$ cat src/rtl/calc_pkg.sv
// Shared calculator definitions: button map, default sizes and helper functions
// used by the push-button front end and the downstream calculator stages.
package calc_pkg;

  // 10 ms of stable input at a 100 MHz system clock
  localparam int DEFAULT_DEBOUNCE_CYCLES = 1_000_000;

  // Five buttons on the board: centre, up, down, left, right
  localparam int DEFAULT_NUM_BTN = 5;

  // Button bit positions within the btn_* vectors
  localparam int BTN_C = 0;
  localparam int BTN_U = 1;
  localparam int BTN_D = 2;
  localparam int BTN_L = 3;
  localparam int BTN_R = 4;

  // Width of a stability counter that counts 0 .. cycles-1.
  // It never drops below one bit, so a degenerate setting still elaborates.
  function automatic int cntWidth(input int cycles);
    int w;
    w = $clog2(cycles);
    if (w < 1) begin
      w = 1;
    end
    return w;
  endfunction

endpackage

$ cat src/rtl/debounce_channel.sv
// One button channel: a two-flop synchroniser, a stability counter and the
// registered level / press / release outputs.
module debounce_channel
  import calc_pkg::*;
#(
  parameter int DEBOUNCE_CYCLES = DEFAULT_DEBOUNCE_CYCLES
) (
  input  logic clk,
  input  logic rst,
  input  logic btn_raw,
  output logic btn_level,
  output logic btn_press,
  output logic btn_release
);

  localparam int CNT_W = cntWidth(DEBOUNCE_CYCLES);
  localparam logic [CNT_W-1:0] CNT_MAX = CNT_W'(DEBOUNCE_CYCLES - 1);
  localparam logic [CNT_W-1:0] CNT_ONE = CNT_W'(1);

  logic             r_sync1;
  logic             r_sync2;
  logic [CNT_W-1:0] r_cnt;
  logic             r_level;
  logic             r_press;
  logic             r_release;

  logic [CNT_W-1:0] w_cntNext;
  logic             w_levelNext;
  logic             w_pressNext;
  logic             w_releaseNext;

  // Bring the asynchronous pin into the clock domain; only r_sync2 is used past here
  always_ff @(posedge clk or posedge rst) begin
    if (rst) begin
      r_sync1 <= 1'b0;
      r_sync2 <= 1'b0;
    end else begin
      r_sync1 <= btn_raw;
      r_sync2 <= r_sync1;
    end
  end

  // Count how long the synchronised input has disagreed with the committed level.
  // Any agreement restarts the count. The level commits after the count reaches its maximum.
  always_comb begin
    w_cntNext     = r_cnt;
    w_levelNext   = r_level;
    w_pressNext   = 1'b0;
    w_releaseNext = 1'b0;
    if (r_sync2 == r_level) begin
      w_cntNext = '0;
    end else if (r_cnt == CNT_MAX) begin
      w_cntNext     = '0;
      w_levelNext   = r_sync2;
      w_pressNext   = r_sync2;
      w_releaseNext = ~r_sync2;
    end else begin
      w_cntNext = r_cnt + CNT_ONE;
    end
  end

  // Hold the counter, the committed level and the single-cycle edge pulses
  always_ff @(posedge clk or posedge rst) begin
    if (rst) begin
      r_cnt     <= '0;
      r_level   <= 1'b0;
      r_press   <= 1'b0;
      r_release <= 1'b0;
    end else begin
      r_cnt     <= w_cntNext;
      r_level   <= w_levelNext;
      r_press   <= w_pressNext;
      r_release <= w_releaseNext;
    end
  end

  assign btn_level   = r_level;
  assign btn_press   = r_press;
  assign btn_release = r_release;

endmodule

$ cat src/rtl/button_debouncer.sv
// Push-button front end: one independent debounce channel per board button.
// Downstream stages use btn_level or btn_press instead of the raw pins.
module button_debouncer
  import calc_pkg::*;
#(
  parameter int NUM_BTN         = DEFAULT_NUM_BTN,
  parameter int DEBOUNCE_CYCLES = DEFAULT_DEBOUNCE_CYCLES
) (
  input  logic               clk,
  input  logic               rst,
  input  logic [NUM_BTN-1:0] btn_raw,
  output logic [NUM_BTN-1:0] btn_level,
  output logic [NUM_BTN-1:0] btn_press,
  output logic [NUM_BTN-1:0] btn_release
);

  logic [NUM_BTN-1:0] w_level;
  logic [NUM_BTN-1:0] w_press;
  logic [NUM_BTN-1:0] w_release;

  // The channels share no state, so simultaneous presses produce pulses in the same cycle
  for (genvar i = 0; i < NUM_BTN; i++) begin : g_channel
    debounce_channel #(
      .DEBOUNCE_CYCLES(DEBOUNCE_CYCLES)
    ) u_channel (
      .clk        (clk),
      .rst        (rst),
      .btn_raw    (btn_raw[i]),
      .btn_level  (w_level[i]),
      .btn_press  (w_press[i]),
      .btn_release(w_release[i])
    );
  end

  assign btn_level   = w_level;
  assign btn_press   = w_press;
  assign btn_release = w_release;

endmodule

$ cat config.mk
export PLATFORM = sky130hd
export DESIGN_NAME = button_debouncer
export DESIGN_NICKNAME = d
export VERILOG_FILES = /design/src/rtl/calc_pkg.sv /design/src/rtl/debounce_channel.sv /design/src/rtl/button_debouncer.sv
export SDC_FILE = /design/constraint.sdc
export NUM_CORES = 1
export LEC_CHECK = 0
export CORE_MARGIN = 4
export CORE_UTILIZATION = 35
export CTS_BUF_LIST = sky130_fd_sc_hd__clkbuf_8
export DETAILED_ROUTE_END_ITERATION = 10
export GPL_TIMING_DRIVEN = 0
export PLACE_DENSITY = 0.54
export REMOVE_ABC_BUFFERS = 1
export SLEW_MARGIN = 20
export SYNTH_ARGS = -nofsm -noshare
export SYNTH_HDL_FRONTEND = slang
export SYNTH_HIERARCHICAL = 1
export SYNTH_SLANG_ARGS = --single-unit
$ cat constraint.sdc
create_clock -name clk -period 2.17 [get_ports clk]
set_clock_uncertainty 0.2 [all_clocks]
set_input_delay 0.5425 -clock clk [delete_from_list [all_inputs] [get_ports clk]]
set_output_delay 0.5425 -clock clk [all_outputs]
set_load 0.02 [all_outputs]
Yosys cells after proc, flatten, opt, wreduce, memory -nomap -nowiden:

Cells that the tools add are included.

* register bits after elaboration: 125
* latch bits: 0
* memory bits (writable): 0
* ROM bits: 0
* input bits: 7
* output and inout bits: 15
* word-level logic and storage cells: 90
* memories kept: 0

* add/sub/neg operators: 5
* multiply operators: 0
* divide/modulo/power cells: 0
* $lt $le $gt $ge: 0
* eq/ne operators: 10
* shift-type cells: 0
* muxes and demuxes: 30
* bitwise logic cells: 10
* reductions and logical operators: 5

Operator list (number)
* 2-to-1 mux 20 bit: 10
* adder 20 x 1 -> 20 bit (second input constant): 5
* equality test 20 bit (second input constant): 5
* 2-to-1 mux 1 bit: 20
* NOT 1 bit: 10
* AND reduction 2 bit: 5
* equality test 1 bit: 5

Depth between registers and ports, before layout:

Gate-level depths: netlist of the first run.

* depth after elaboration: 3
* depth in mapped cells: 5
* gate-level depth less buffers: 5

Hierarchy:

The synthesis of the first run kept the hierarchy.

Modules (own cells, without submodules)
* debounce_channel: times used 5, cells each 111, area an instance 1224.9 um^2, sequential area each 625.6 um^2

Least setup slack after synthesis of the first run:

Ideal clock, no wire load.

* path type: register -> register
* from: reg g_channel[0].u_channel.r_cnt[12]
* to: reg g_channel[0].u_channel.r_level
* setup time: 125 ps
* arrival time: 1623 ps
* required time: 1845 ps
* path slack: 222 ps
* stages on the path, launching flop included: 5
* buffers on the path: 0
* clock period less this slack: 1948 ps
* cells stage by stage: dfrtp_1 nor4b_2 nand2_1 or4_4 mux2_4

* longest elaborated chain between the ends: 2

RTL lines
* from (decl): RTL line debounce_channel.sv:22 `logic [CNT_W-1:0] r_cnt;`
* from (signal assigned): RTL line debounce_channel.sv:70 `r_cnt <= w_cntNext;`
* equality test 20 bit: RTL line debounce_channel.sv:52 `end else if (r_cnt == CNT_MAX) begin`
* AND reduction 2 bit (no line)
* to (signal assigned): RTL line debounce_channel.sv:71 `r_level <= w_levelNext;`
* to (decl): RTL line debounce_channel.sv:23 `logic r_level;`

No other way between the ends.
A chain may end at the register's enable or synchronous reset.

Final worst setup path of the first run:

* from: reg g_channel[3].u_channel.r_release
* to: out btn_release[3]

RTL lines
* from (decl): RTL line debounce_channel.sv:25 `logic r_release;`
* from (signal assigned): RTL line debounce_channel.sv:73 `r_release <= w_releaseNext;`
* to (decl): RTL line button_debouncer.sv:14 `output logic [NUM_BTN-1:0] btn_release`

No word-level cell between the ends.

==> flow_summary.ini, run 1 <==
[drt]
firstDrtPassIters = 4
drt-total-wl_mm = 11.9
ant_nets = 0
drc_errors = 0
post_drt_wl_per_cell_um = 14.1
via_count = 4338
vias_per_cell = 5.16
dr.first_iter.drc_count = 257

[die]
die_y_um = 140
die_w_um = 140
start_util_pct = 35.5
core-area_um2 = 17200
fp-row-count = 48
dieArea_um2 = 19700
ioPinCount = 22

[critical_path]
path_cells = clkdlybuf4s50_1
critPathMaxFanout = 1
worst_path_largest_cell_delay_ns = 0.60
cp_slowest_cell = clkdlybuf4s50_1
path_class = reg2out
start_kind = flip-flop
cp.arrival_ns = 1.36
cp.required_ns = 1.43
cp_top_family = buffers and inverters
end_kind = output pin
path_buf_inv = 1

[clocking]
clk_pin_slew_ns = 0.07
htreeDepth = 4
clk_latency_ns = 0.43
cts_buffers = 17
numClockSinks = 125
clock_path_buffers = 2
root_buffer = clkbuf_8
cts_tree = yes

[logic_synthesis]
synth-edff-count = 0
synth-simple-area-share_pct = 28.3
ys_ff_latch = 125
synth_area_um2 = 6120
synth-compound-area-share_pct = 6.33
dominantRegCellSynth = dfrtp_1
synth_cell_types = 32
synth.yosys.seq_area_share_pct = 51.1
ys.warnings.count = 6
synth_mux_area_share_pct = 2.04
async_flop_share_pct = 100
synth.avg_cell_area_um2 = 11.0
synth_top_family_by_area = simple AND/OR/NAND/NOR gates
yosys.area_share.adder_pct = 1.02
synth_xor_area_share_pct = 10.0
synthCells = 555

[timing]
period_needed_ns = 2.10
slew_violations = 0
rsz0062_at_grt = no
hold_viol_final = 0
finalSetupViolCount = 0
slew_headroom_pct = 36.9
layout_setup_ws_ns = 0.0695
holdWs_ns = 0.150
tns_ns = 0
tightest_slew_ns = 0.945
fin_crit_sh_pct = 96.8
timing.fmax_mhz = 476

[global_routing]
antenna_found_initial = 0
grt_usage_pct = 12.9
grt_overflow = 0
grt_max_degree = 26
grt_pass1_wl_mm = 21.0
grt_pass1_vias = 4373

[layout]
final_core_util_pct = 41.2
fillers = 1658
num_antenna_cells = 0
layout_commonest_cell = dfrtp_1
multi_input_area_um2 = 2970
layout.nets = 615
drive_gt1_share_pct = 14.5
ff_latch_area_um2 = 3130
most-common-layout-cells = 125 x dfrtp_1, 75 x nor2_1, 35 x nand2_1, 35 x xor2_1, 35 x xnor2_1
area_delta_synth_final_pct = 15.8

[status]
status = complete, no violations

[power]
p_comb_share_pct = 3.7
clkPwrFrac_pct = 41.0
power_density_nw_per_um2 = 610
switching_share_pct = 23.9
p_int_uw = 3290
p_leak_uw = 0.00316
power.switching_uw = 1030
seqPwrFrac_pct = 55.3
vdd_ir_drop_max_uv = 384

[placed_design]
place_congestion = 0.747
dpl.hpwl_mm = 7.72
port_buffers = 21
place_ws_ns = -0.0912

[min_path]
hold_class = reg2reg

[flow_run]
drv_cap = 0
## through the flow
stage,instances,area [um2],power (uW)
final,840,7090,4330
after global routing,840,7090,4550
after CTS,835,6990,4410
after detailed placement,791,6560,2580
after global placement,791,6560,2580
after floorplan,545,6070,2530
## power groups by stage
| stage | sequential (uW) | combinational (uW) | clock, uW |
|---|---|---|---|
| floorplan | 2430 | 103 | 0 |
| global placement | 2430 | 144 | 0 |
| detailed placement | 2430 | 147 | 0 |
| CTS | 2390 | 166 | 1850 |
| global route | 2390 | 187 | 1970 |
| finish | 2390 | 160 | 1780 |
## per-layer routing
| metal | vias up | GRT usage, % | wire length, um |
|---|---|---|---|
| li1 | 2114 | - | - |
| met1 | 2164 | 17.4 | 5660 |
| met2 | 41 | 19.7 | 5680 |
| met3 | 19 | 3.21 | 300 |
| met4 | 0 | 5.92 | 221 |
| met5 | - | 0 | 0 |
## cells by family (layout without fill, tap and decap cells)
group,Yosys count,in the layout
fa+ha+maj,5,5
xor+xnor,70,70
flops,125,125
simple gates,280,280
buf+inv,15,75
mux,10,10
compound gates,50,50
## Yosys cell counts, types with 15 or more instances
cell     number  area [um2]
dfrtp_1     125        3130
xor2_1       35         307
nand4_1      25         156
nand3_1      30         150
nor2_1       75         282
and3_1       15        93.8
xnor2_1      35         307
and4_1       15         131
a21oi_1      25         125
nand2_1      35         131
## state kept, by name, indices dropped and copies added, names as in the netlist
signal                           flops
g_channel.u_channel/r_sync2          5
g_channel.u_channel/btn_press        5
g_channel.u_channel/btn_level        5
g_channel.u_channel/btn_release      5
g_channel.u_channel/r_sync1          5
g_channel.u_channel/r_cnt          100
## worst paths after layout
| path | to | depth (start not counted) | slack (ns) | start |
|---|---|---|---|---|
| setup / recovery | btn_release[3] | 1 | 0.07 | g_channel[3].u_channel/btn_release$_DFF_PP0_ |
| hold / removal | g_channel[0].u_channel/r_sync2$_DFF_PP0_ | 0 | 0.15 | g_channel[0].u_channel/r_sync1$_DFF_PP0_ |
| setup reg to reg | g_channel[2].u_channel/r_cnt[18]$_DFF_PP0_ | 5 | 0.10 | g_channel[2].u_channel/r_cnt[0]$_DFF_PP0_ |
| hold reg to reg | g_channel[0].u_channel/r_sync2$_DFF_PP0_ | 0 | 0.15 | g_channel[0].u_channel/r_sync1$_DFF_PP0_ |
| max in group asynchronous | g_channel[0].u_channel/r_cnt[17]$_DFF_PP0_ | 2 | 0.55 | rst |
| min in group asynchronous | g_channel[3].u_channel/r_sync1$_DFF_PP0_ | 2 | 0.46 | rst |
## what timing repair did
action / CTS / global route
setup endpoints to repair: 95 / 13
setup buffers: 13 / 5
hold buffers: 0 / 0
pin swaps: 5 / 1
resized for setup: 5 / 13
## layout make-up
type / instances / share of cell area, %
clock buffer: 17 / 3.30
clock inverter: 14 / 1.50
inverter: 5 / 0.265
multi-input combinational: 415 / 41.8
sequential: 125 / 44.1
tap: 225 / 3.97
timing repair buffer: 39 / 5.06
(Power assumes the default switching activity.)
==> run 2, diff against run 1 <==
--- a/config.mk
+++ b/config.mk
@@ -12,6 +12,7 @@
 export GPL_TIMING_DRIVEN = 0
 export PLACE_DENSITY = 0.54
 export REMOVE_ABC_BUFFERS = 1
+export SKIP_LAST_GASP = 1
 export SLEW_MARGIN = 20
 export SYNTH_ARGS = -nofsm -noshare
 export SYNTH_HDL_FRONTEND = slang
==> results of run 2 <==
The final DEF is identical to that of run 1; final timing and power are the same.
